[src/rtl/morse_pkg.sv]
// Shared types and constants for the Morse transmitter.
// State encoding, ASCII anchors and code field widths.
package morse_pkg;

  localparam int CODE_W = 5;
  localparam int LEN_W  = 3;

  localparam logic [7:0] ASCII_SPACE = 8'h20;
  localparam logic [7:0] ASCII_UA    = 8'h41;
  localparam logic [7:0] ASCII_LA    = 8'h61;
  localparam logic [7:0] ASCII_0     = 8'h30;

  typedef enum logic [2:0] {
    IDLE,
    MARK,
    SYM_GAP,
    CHAR_GAP,
    WORD_GAP
  } state_t;

endpackage

[src/rtl/morse_encode_lut.sv]
// ASCII to Morse code lookup, purely combinational.
// Code: first symbol in bit 4, 1 = dash, 0 = dot.
module morse_encode_lut
  import morse_pkg::*;
(
  input  logic [7:0]        ch,
  output logic [CODE_W-1:0] code,
  output logic [LEN_W-1:0]  len,
  output logic              supported
);

  logic [7:0] up;
  logic [7:0] off;

  // fold lower case, then index letters and digits
  always_comb begin
    code      = '0;
    len       = '0;
    supported = 1'b0;
    up        = ch;
    off       = '0;
    if (ch >= ASCII_LA && ch <= ASCII_LA + 8'd25)
      up = ch - 8'h20;
    if (up >= ASCII_UA && up <= ASCII_UA + 8'd25) begin
      supported = 1'b1;
      off = up - ASCII_UA;
      case (off)
        8'd0:  {code, len} = {5'b01000, 3'd2};
        8'd1:  {code, len} = {5'b10000, 3'd4};
        8'd2:  {code, len} = {5'b10100, 3'd4};
        8'd3:  {code, len} = {5'b10000, 3'd3};
        8'd4:  {code, len} = {5'b00000, 3'd1};
        8'd5:  {code, len} = {5'b00100, 3'd4};
        8'd6:  {code, len} = {5'b11000, 3'd3};
        8'd7:  {code, len} = {5'b00000, 3'd4};
        8'd8:  {code, len} = {5'b00000, 3'd2};
        8'd9:  {code, len} = {5'b01110, 3'd4};
        8'd10: {code, len} = {5'b10100, 3'd3};
        8'd11: {code, len} = {5'b01000, 3'd4};
        8'd12: {code, len} = {5'b11000, 3'd2};
        8'd13: {code, len} = {5'b10000, 3'd2};
        8'd14: {code, len} = {5'b11100, 3'd3};
        8'd15: {code, len} = {5'b01100, 3'd4};
        8'd16: {code, len} = {5'b11010, 3'd4};
        8'd17: {code, len} = {5'b01000, 3'd3};
        8'd18: {code, len} = {5'b00000, 3'd3};
        8'd19: {code, len} = {5'b10000, 3'd1};
        8'd20: {code, len} = {5'b00100, 3'd3};
        8'd21: {code, len} = {5'b00010, 3'd4};
        8'd22: {code, len} = {5'b01100, 3'd3};
        8'd23: {code, len} = {5'b10010, 3'd4};
        8'd24: {code, len} = {5'b10110, 3'd4};
        8'd25: {code, len} = {5'b11000, 3'd4};
        default: {code, len} = '0;
      endcase
    end else if (ch >= ASCII_0 && ch <= ASCII_0 + 8'd9) begin
      supported = 1'b1;
      off = ch - ASCII_0;
      case (off)
        8'd0: {code, len} = {5'b11111, 3'd5};
        8'd1: {code, len} = {5'b01111, 3'd5};
        8'd2: {code, len} = {5'b00111, 3'd5};
        8'd3: {code, len} = {5'b00011, 3'd5};
        8'd4: {code, len} = {5'b00001, 3'd5};
        8'd5: {code, len} = {5'b00000, 3'd5};
        8'd6: {code, len} = {5'b10000, 3'd5};
        8'd7: {code, len} = {5'b11000, 3'd5};
        8'd8: {code, len} = {5'b11100, 3'd5};
        8'd9: {code, len} = {5'b11110, 3'd5};
        default: {code, len} = '0;
      endcase
    end
  end

endmodule

[src/rtl/morse_transmitter.sv]
// Morse keyer: accepts ASCII, keys dots/dashes and gaps.
// The IDLE/done cycle is the last cycle of each trailing gap.
module morse_transmitter
  import morse_pkg::*;
#(
  parameter int unsigned UNIT_CYCLES = 4
) (
  input  logic       clk,
  input  logic       rst_n,
  input  logic [7:0] char_data,
  input  logic       char_valid,
  output logic       char_ready,
  output logic       key_out,
  output logic       busy,
  output logic       done,
  output logic       err
);

  localparam int CW = $clog2(UNIT_CYCLES + 1);
  localparam logic [CW-1:0] CYC_LAST = CW'(UNIT_CYCLES - 1);
  // trailing gaps start one tick in; the IDLE cycle finishes them
  localparam logic [CW-1:0] PRE_CYC =
    (UNIT_CYCLES == 1) ? '0 : CW'(1);
  localparam logic [1:0] PRE_UNIT =
    (UNIT_CYCLES == 1) ? 2'd1 : 2'd0;

  state_t state, state_n;
  logic [CW-1:0]     cyc, cyc_n;
  logic [1:0]        unit, unit_n, unit_last;
  logic [CODE_W-1:0] code_q, code_n, lut_code;
  logic [LEN_W-1:0]  len_q, len_n, lut_len;
  logic              lut_ok;
  logic              key_n, done_n, err_n;
  logic              tick_end, st_end;

  morse_encode_lut u_lut (
    .ch        (char_data),
    .code      (lut_code),
    .len       (lut_len),
    .supported (lut_ok)
  );

  assign char_ready = (state == IDLE);
  assign busy       = (state != IDLE);

  // next state, counters and registered-output values
  always_comb begin
    state_n   = state;
    cyc_n     = cyc;
    unit_n    = unit;
    code_n    = code_q;
    len_n     = len_q;
    err_n     = 1'b0;
    done_n    = 1'b0;
    unit_last = 2'd0;
    unique case (state)
      MARK:     unit_last = code_q[CODE_W-1] ? 2'd2 : 2'd0;
      CHAR_GAP: unit_last = 2'd2;
      WORD_GAP: unit_last = 2'd3;
      default:  unit_last = 2'd0;
    endcase
    tick_end = (cyc == CYC_LAST);
    st_end   = tick_end && (unit == unit_last);
    if (state != IDLE) begin
      if (tick_end) begin
        cyc_n  = '0;
        unit_n = unit + 2'd1;
      end else begin
        cyc_n = cyc + CW'(1);
      end
    end
    unique case (state)
      IDLE: begin
        if (char_valid) begin
          if (lut_ok) begin
            state_n = MARK;
            code_n  = lut_code;
            len_n   = lut_len;
            cyc_n   = '0;
            unit_n  = 2'd0;
          end else if (char_data == ASCII_SPACE) begin
            state_n = WORD_GAP;
            cyc_n   = PRE_CYC;
            unit_n  = PRE_UNIT;
          end else begin
            err_n = 1'b1;
          end
        end
      end
      MARK: begin
        if (st_end) begin
          code_n = code_q << 1;
          len_n  = len_q - LEN_W'(1);
          cyc_n  = '0;
          unit_n = 2'd0;
          if (len_q > LEN_W'(1)) begin
            state_n = SYM_GAP;
          end else begin
            state_n = CHAR_GAP;
            cyc_n   = PRE_CYC;
            unit_n  = PRE_UNIT;
          end
        end
      end
      SYM_GAP: begin
        if (st_end) begin
          state_n = MARK;
          cyc_n   = '0;
          unit_n  = 2'd0;
        end
      end
      CHAR_GAP, WORD_GAP: begin
        if (st_end) begin
          state_n = IDLE;
          cyc_n   = '0;
          unit_n  = 2'd0;
          done_n  = 1'b1;
        end
      end
      default: state_n = IDLE;
    endcase
    key_n = (state_n == MARK);
  end

  // state, counters, code and registered outputs
  always_ff @(posedge clk or negedge rst_n) begin
    if (!rst_n) begin
      state   <= IDLE;
      cyc     <= '0;
      unit    <= '0;
      code_q  <= '0;
      len_q   <= '0;
      key_out <= 1'b0;
      done    <= 1'b0;
      err     <= 1'b0;
    end else begin
      state   <= state_n;
      cyc     <= cyc_n;
      unit    <= unit_n;
      code_q  <= code_n;
      len_q   <= len_n;
      key_out <= key_n;
      done    <= done_n;
      err     <= err_n;
    end
  end

endmodule
[config.mk]
export PLATFORM = sky130hd
export DESIGN_NAME = morse_transmitter
export DESIGN_NICKNAME = d
export VERILOG_FILES = /design/src/rtl/morse_pkg.sv /design/src/rtl/morse_encode_lut.sv /design/src/rtl/morse_transmitter.sv
export SDC_FILE = /design/constraint.sdc
export NUM_CORES = 1
export LEC_CHECK = 0
export CELL_PAD_IN_SITES_DETAIL_PLACEMENT = 0
export CELL_PAD_IN_SITES_GLOBAL_PLACEMENT = 1
export CORE_ASPECT_RATIO = 1.4
export CORE_MARGIN = 2
export CORE_UTILIZATION = 47
export DETAILED_ROUTE_END_ITERATION = 8
export PLACE_DENSITY_LB_ADDON = 0.1
export SLEW_MARGIN = 25
export SYNTH_ARGS = -nofsm -noshare
export SYNTH_HDL_FRONTEND = slang
export SYNTH_SLANG_ARGS = --single-unit
[constraint.sdc]
create_clock -name clk -period 3.9 [get_ports clk]
set_clock_uncertainty 0.1 [all_clocks]
set_input_delay 0.975 -clock clk [delete_from_list [all_inputs] [get_ports clk]]
set_output_delay 0.975 -clock clk [all_outputs]
set_load 0.005 [all_outputs]
After elaboration in Yosys (flattened, before gate mapping)
Memories as Yosys holds them, arrays and structs flattened.
Index checks and enable logic that the tools add are counted.
{ "word_totals": {"register_bits": 19, "output_inout_bits": 5, "inputBits": 11, "mem_bits_ro": 336, "word_cells": 96, "mem_count": 2} }
{ "mem_list": {"columns": ["name", "depth", "word_bits", "rd", "rd_ports_with_merged_regs", "write_ports", "line_no", "text"], "rows": [
  ["(no name shown)", 32, 7, 1, 0, 0, "morse_encode_lut.sv:27", "case (off)"],
  ["(no name shown)", 16, 7, 1, 0, 0, "morse_encode_lut.sv:59", "case (off)"]
]} }
{ "op_classes": {"order_cmp": 7, "eq_ne": 11, "n_reduce_logical": 13, "n_addsub": 6, "mux": 49} }
{ "op_table": {"columns": ["operator", "n"], "rows": [
  ["3-bit 2-to-1 mux", 18],
  ["5-bit 2-to-1 mux", 5],
  ["8-bit 2-to-1 mux", 3],
  ["8-bit by 7-bit greater-or-equal comparator with 1-bit output (second input constant)", 2],
  ["8-bit by 7-bit <= comparator with 1-bit output (second input constant)", 2],
  ["8-bit by 6-bit subtractor with 8-bit output (second input constant)", 2],
  ["2-bit 2-to-1 mux", 7],
  ["3-bit case mux with 4 select lines", 1],
  ["1-bit 2-to-1 mux", 10],
  ["5-bit case mux with 2 select lines", 1],
  ["3-bit by 2-bit equality test with 1-bit output (second input constant)", 3],
  ["3-bit case mux with 3 select lines", 1],
  ["8-bit by 6-bit equality test with 1-bit output (second input constant)", 1],
  ["8-bit by 6-bit greater-or-equal comparator with 1-bit output (second input constant)", 1],
  ["8-bit by 6-bit <= comparator with 1-bit output (second input constant)", 1],
  ["8-bit by 7-bit subtractor with 8-bit output (second input constant)", 1],
  ["3-bit by 1-bit equality test with 1-bit output (second input constant)", 2],
  ["3-bit logical NOT", 2],
  ["2-bit case mux with 3 select lines", 1],
  ["3-bit case mux with 2 select lines", 1],
  ["1-bit logical AND", 4],
  ["4-bit logical NOT", 1],
  ["2-bit != test (second input constant)", 2],
  ["2-bit case mux with 2 select lines", 1],
  ["other kinds (13)", 13]
]} }

Longest topological paths before layout
{ "logic_depth": {"depth_word": 10, "ltp_mapped": 11, "mapped_depth_nobuf": 8} }

Cells and area by module
From an unflattened synthesis, not the netlist that was laid out.
{ "unflattened": {"hier_cells": 294, "hier_area_um2": 2244.7} }
{ "modules_own_cells": {"columns": ["module", "instances", "area_per_inst_um2", "cells_per_inst", "seq_area_each_um2"], "rows": [
  ["morse_transmitter", 1, 1189.9, 135, 475.5],
  ["morse_encode_lut", 1, 1054.8, 159, 0.0]
]} }

Worst setup path after synthesis
OpenSTA, ideal clock, no wires.
{ "synth_timing": {"path_kind": "input port to flip-flop", "start": "input char_data[1]", "end": "register len_q[2]", "cell_stages": 9, "n_path_buf": 1, "setup_time_ps": 126, "path_slack_ps": 610, "required_time_ps": 3674, "t_arrival_ps": 3064, "cell_sequence": "clkbuf_1 > inv_1 > ha_1 > nor4b_2 > o41ai_1 > o211a_1 > a211oi_2 > or3_1 > a221o_1"} }
{ "synth_between": {"elab_chain_cells": 10, "elab_cells_between_ends": 28, "cone_classes": "add/sub (3); order compare (6); eq/ne (1); mux (10); reduce/logical (6); memory (2)"} }
{ "synth_rtl": {"columns": ["item", "line_no", "text"], "rows": [
  ["from (decl)", "morse_transmitter.sv:10", "input logic [7:0] char_data,"],
  ["8-bit by 7-bit greater-or-equal comparator with 1-bit output / 8-bit by 7-bit <= comparator with 1-bit output (equally long branches)", "morse_encode_lut.sv:22", "if (ch >= ASCII_LA && ch <= ASCII_LA + 8'd25)"],
  ["1-bit logical AND", "morse_encode_lut.sv:22", null],
  ["8-bit 2-to-1 mux", "morse_encode_lut.sv:22", null],
  ["8-bit by 7-bit subtractor with 8-bit output", "morse_encode_lut.sv:26", "off = up - ASCII_UA;"],
  ["memory read 32 x 7 bit / 3-bit logical NOT (equally long branches)", null, null],
  ["8-bit 2-to-1 mux", "morse_encode_lut.sv:27", null],
  ["3-bit 2-to-1 mux", "morse_encode_lut.sv:24", "if (up >= ASCII_UA && up <= ASCII_UA + 8'd25) begin"],
  ["3-bit 2-to-1 mux", "morse_transmitter.sv:75", "if (lut_ok) begin"],
  ["3-bit 2-to-1 mux", "morse_transmitter.sv:74", "if (char_valid) begin"],
  ["3-bit case mux with 2 select lines", "morse_transmitter.sv:72", "unique case (state)"],
  ["to (signal assigned)", "morse_transmitter.sv:141", "len_q <= len_n;"],
  ["to (decl)", "morse_transmitter.sv:31", "logic [LEN_W-1:0] len_q, len_n, lut_len;"]
]} }
Several ways; a longest one is shown, not always the timed one. The select of a mux whose other input is x is not followed.
A chain may end at the register's enable or synchronous reset.

Worst setup path after layout
{ "layout_timing": {"start": "input char_data[1]", "end": "register code_q[0]"} }
{ "layout_between": {"elab_chain_cells": 9, "elab_cells_between_ends": 24, "cone_classes": "add/sub (2); order compare (6); eq/ne (1); mux (9); reduce/logical (5); memory (1)"} }
{ "layout_rtl": {"columns": ["item", "line_no", "text"], "rows": [
  ["8-bit by 7-bit greater-or-equal comparator with 1-bit output / 8-bit by 7-bit <= comparator with 1-bit output (equally long branches)", "morse_encode_lut.sv:22", null],
  ["1-bit logical AND", "morse_encode_lut.sv:22", null],
  ["8-bit 2-to-1 mux", "morse_encode_lut.sv:22", null],
  ["8-bit by 7-bit greater-or-equal comparator with 1-bit output / 8-bit by 7-bit <= comparator with 1-bit output (equally long branches)", "morse_encode_lut.sv:24", null],
  ["1-bit logical AND", "morse_encode_lut.sv:24", null],
  ["5-bit 2-to-1 mux", "morse_encode_lut.sv:24", null],
  ["5-bit 2-to-1 mux", "morse_transmitter.sv:75", null],
  ["5-bit 2-to-1 mux", "morse_transmitter.sv:74", null],
  ["5-bit case mux with 2 select lines", "morse_transmitter.sv:72", null],
  ["to (signal assigned)", "morse_transmitter.sv:140", "code_q <= code_n;"],
  ["to (decl)", "morse_transmitter.sv:30", "logic [CODE_W-1:0] code_q, code_n, lut_code;"]
]} }
Several ways; a longest one is shown, not always the timed one. The select of a mux whose other input is x is not followed.

==> results by group <==
Run status
  • Status: complete, no violations

Global routing
  • GRT Resource Usage Total: 23.4%
  • Grt total ovfl: 0
  • First-pass GRT wire length: 10.4 mm
  • Vias in the first global route: 2088
  • Largest net degree at the start of global routing: 22
  • Antenna violations before repair: 0

Yosys
  • YS warnings: 0
  • Netlist cell types: 69
  • Synth top area share: 20.7%
  • Yosys reg bits: 19
  • Simple-gate area share of the yosys netlist: 22.0%
  • Post-synthesis compound-gate area fraction: 36.4%
  • Adder-cell share of the synthesized area: 7.53%
  • Most used DFF post-synth: dfrtp_1
  • Ys async rst share: 100%
  • EDFF count, synth: 0
  • Mapped Area: 2290 µm²
  • Area contributors post-synth: dfrtp_1 21%, ha_1 7.1%, o21ai_0 5.0%
  • Post-synthesis xor/xnor area fraction: 3.76%
  • Post-Syn Instances: 282
  • Sequential element share of the synthesized area: 20.7%
  • Multiplexer area fraction after synthesis: 3.11%
  • Largest family of logic cells by synthesized area: compound AO/OA/AOI/OAI gates
  • Syn avg cell area: 8.13 µm²
  • Synth Net Count: 306
  • Synth area leader: dfrtp_1

Die
  • I/O pin count: 16
  • Core Rows: 30
  • Placeable Area: 4770 µm²
  • Initial Utilization: 48.1%
  • Die width: 63.0 µm
  • Die area: 5460 µm²
  • Die H: 86.7 µm

Critical path
  • WP data arrival: 3.63 ns
  • Worst Path Required: 3.92 ns
  • Critical path cell sequence: clkdlybuf4s50_1 -> inv_1 -> buf_4 -> ha_1 -> nor4b_2 -> o41ai_1 -> o211a_1 -> a211oi_2 -> or2_1 -> o41ai_4
  • Type of the worst setup path: in -> reg
  • Peak per-stage delay on the critical path: 0.47 ns
  • CP Launch Type: primary input
  • CP Capture Type: register
  • Slowest CP cell: clkdlybuf4s50_1
  • Largest fanout on the critical path: 6

Finish
  • Final Cell Area: 2580 µm²
  • Final core occ: 54.2%
  • Number of fill cells in the layout: 485
  • # diodes: 0
  • Nets: 322
  • Fraction of layout instances using a drive strength above 1: 11.4%
  • Area growth syn-to-layout: 12.7%

Place
  • Area post-placement: 2540 µm²
  • Worst Setup Slack post-DPL: 0.0280 ns
  • Port buffer count: 15
  • Detailed placer's ending HPWL: 4.67 mm
  • GPL Wtd Cong: 0.837

STA
  • Final setup fails: 0
  • Worst Max-Slew Pin Slew: 0.891 ns
  • Final hold vios: 0
  • Fin Setup TNS: 0 ns
  • Max Fclk: 0.277 GHz
  • Final period utilization: 92.6%
  • Unrepaired setup endpoints after global routing: false
  • Slew headroom: 40.4%
  • Pins Over Slew Limit: 0
  • Final WS setup: 0.290 ns
  • Min Tclk post-route: 3.61 ns

Clock tree
  • Worst skew pair latency: 0.26 ns
  • Clock buffer count from CTS: 3
  • Worst-path clk slew: 0.07 ns
  • Post-cts sizing count: 0
  • Clock Sinks: 19
  • Root Driver: clkbuf_8
  • Clock Tree Buf Depth: 2
  • Hold_buf cts: 0
  • Setup Buffers After CTS: 0
  • CTS tree: done
  • H-Tree Depth: 1

Power
  • Worst IR Drop VDD: 165 µV
  • P per Cell Area: 455 nW/µm²
  • Sequential power share: 28.3%
  • Pleak: 1.03 nW
  • Sw Ratio: 45.2%
  • Pint: 0.000644 W
  • Total power: 0.00117 W
  • Comb pwr share: 60.0%
  • Clk network pwr share: 11.7%
  • P_sw: 0.000531 W

Route
  • DR iter-0 viols: 162
  • Final wirelength: 6.12 mm
  • Via-to-Cell Ratio: 6.18
  • DRC violations left: 0
  • Via count: 2232
  • Per-cell routed wire length: 16.9 µm
  • Final ANT Viol Nets: 0
  • Drt first pass iters: 4

Min path
  • Worst hold path class: reg -> reg

Job
  • Total of max-cap violations: 0
[final timing paths]
kind / from / end / slack, ns / depth (start not counted)
worst max-delay path: char_data[1] / code_q[0] / 0.29 / 10
worst min-delay path: code_q[3] / code_q[3] / 0.43 / 2
worst max register to register: state[2] / len_q[2] / 1.01 / 5
worst min register to register: code_q[3] / code_q[3] / 0.43 / 2
max in group asynchronous: rst_n / code_q[4] / 2.03 / 1
min in group asynchronous: rst_n / cyc[2] / 1.12 / 1
[power by group through the flow]
stage                     Combinational (W)  Sequential (W)  Clock (W)
after global placement             0.000701        0.000333          0
after floorplan                    0.000553        0.000305          0
after CTS                          0.000708        0.000332   0.000141
after global routing               0.000790        0.000344   0.000148
final                              0.000704        0.000333   0.000137
after detailed placement           0.000705        0.000335          0
[metal layers]
metal | part of all wire [%] | up-vias | track usage, %
met4 | 2.4 | 0 | 9.70
li1 | - | 1106 | -
met2 | 53 | 47 | 43.4
met5 | 0 | - | 0
met1 | 42 | 1070 | 28.3
met3 | 2.2 | 9 | 0.649
[critical path: cells and delay by family]
family                   cells  cell delay [ns]
buffers and inverters        3             0.68
adder cells (fa/ha/maj)      1             0.28
AO/OA/AOI/OAI                4             0.87
AND/OR/NAND/NOR              2             0.81
[final cells by class]
cell class	count	area, µm²	area share [%]
Multi-Input combinational cell	231	1670	64.6
Sequential cell	19	475	18.4
Timing Repair Buffer	30	263	10.2
Tap cell	64	80.1	3.10
Inverter	13	50.0	1.94
Clock buffer	4	45.0	1.74
[sequential cells by signal, indices dropped and copies added, names as in the netlist]
name and count:
code_q 5, cyc 3, done 1, err 1, key_out 1, len_q 3, state 3, unit 2
[synthesized netlist by cell type, types with 5 or more instances]
library cell / instances
nor2_1: 23
o21ai_0: 23
dfrtp_1: 19
nand2_1: 17
a21oi_1: 14
ha_1: 13
a31oi_1: 12
inv_1: 12
nand3_1: 7
buf_2: 6
clkbuf_1: 6
mux2i_1: 6
nor2b_1: 6
nand2b_1: 5
o31ai_1: 5
xnor2_1: 5
[cells by family after synthesis]
group | count (synthesis)
AOI/OAI and AO/OA | 109
and+or+nand+nor | 92
buffers and inverters | 32
DFF | 19
adders and majority gates | 14
xor gates and xnor gates | 9
muxes | 7
[cells in the final DEF (no fill, tap or decap), types with 6 or more instances in the layout]
cell type and count:
a31oi_1 12, nor2_1 23, mux2i_1 6, o21ai_0 23, clkdlybuf4s50_1 15, a21oi_1 14
nor2b_1 6, nand2_1 17, buf_4 15, inv_1 12, nand3_1 7, dfrtp_1 19
ha_1 13
[through the flow]
stage          std cells  hold WS, ns
2_1_floorplan        282        0.393
3_3_place_gp         357        0.408
3_5_place_dp         357        0.415
4_1_cts              361        0.431
5_1_grt              361        0.463
6_report             361        0.427
(Power assumes the default switching activity.)
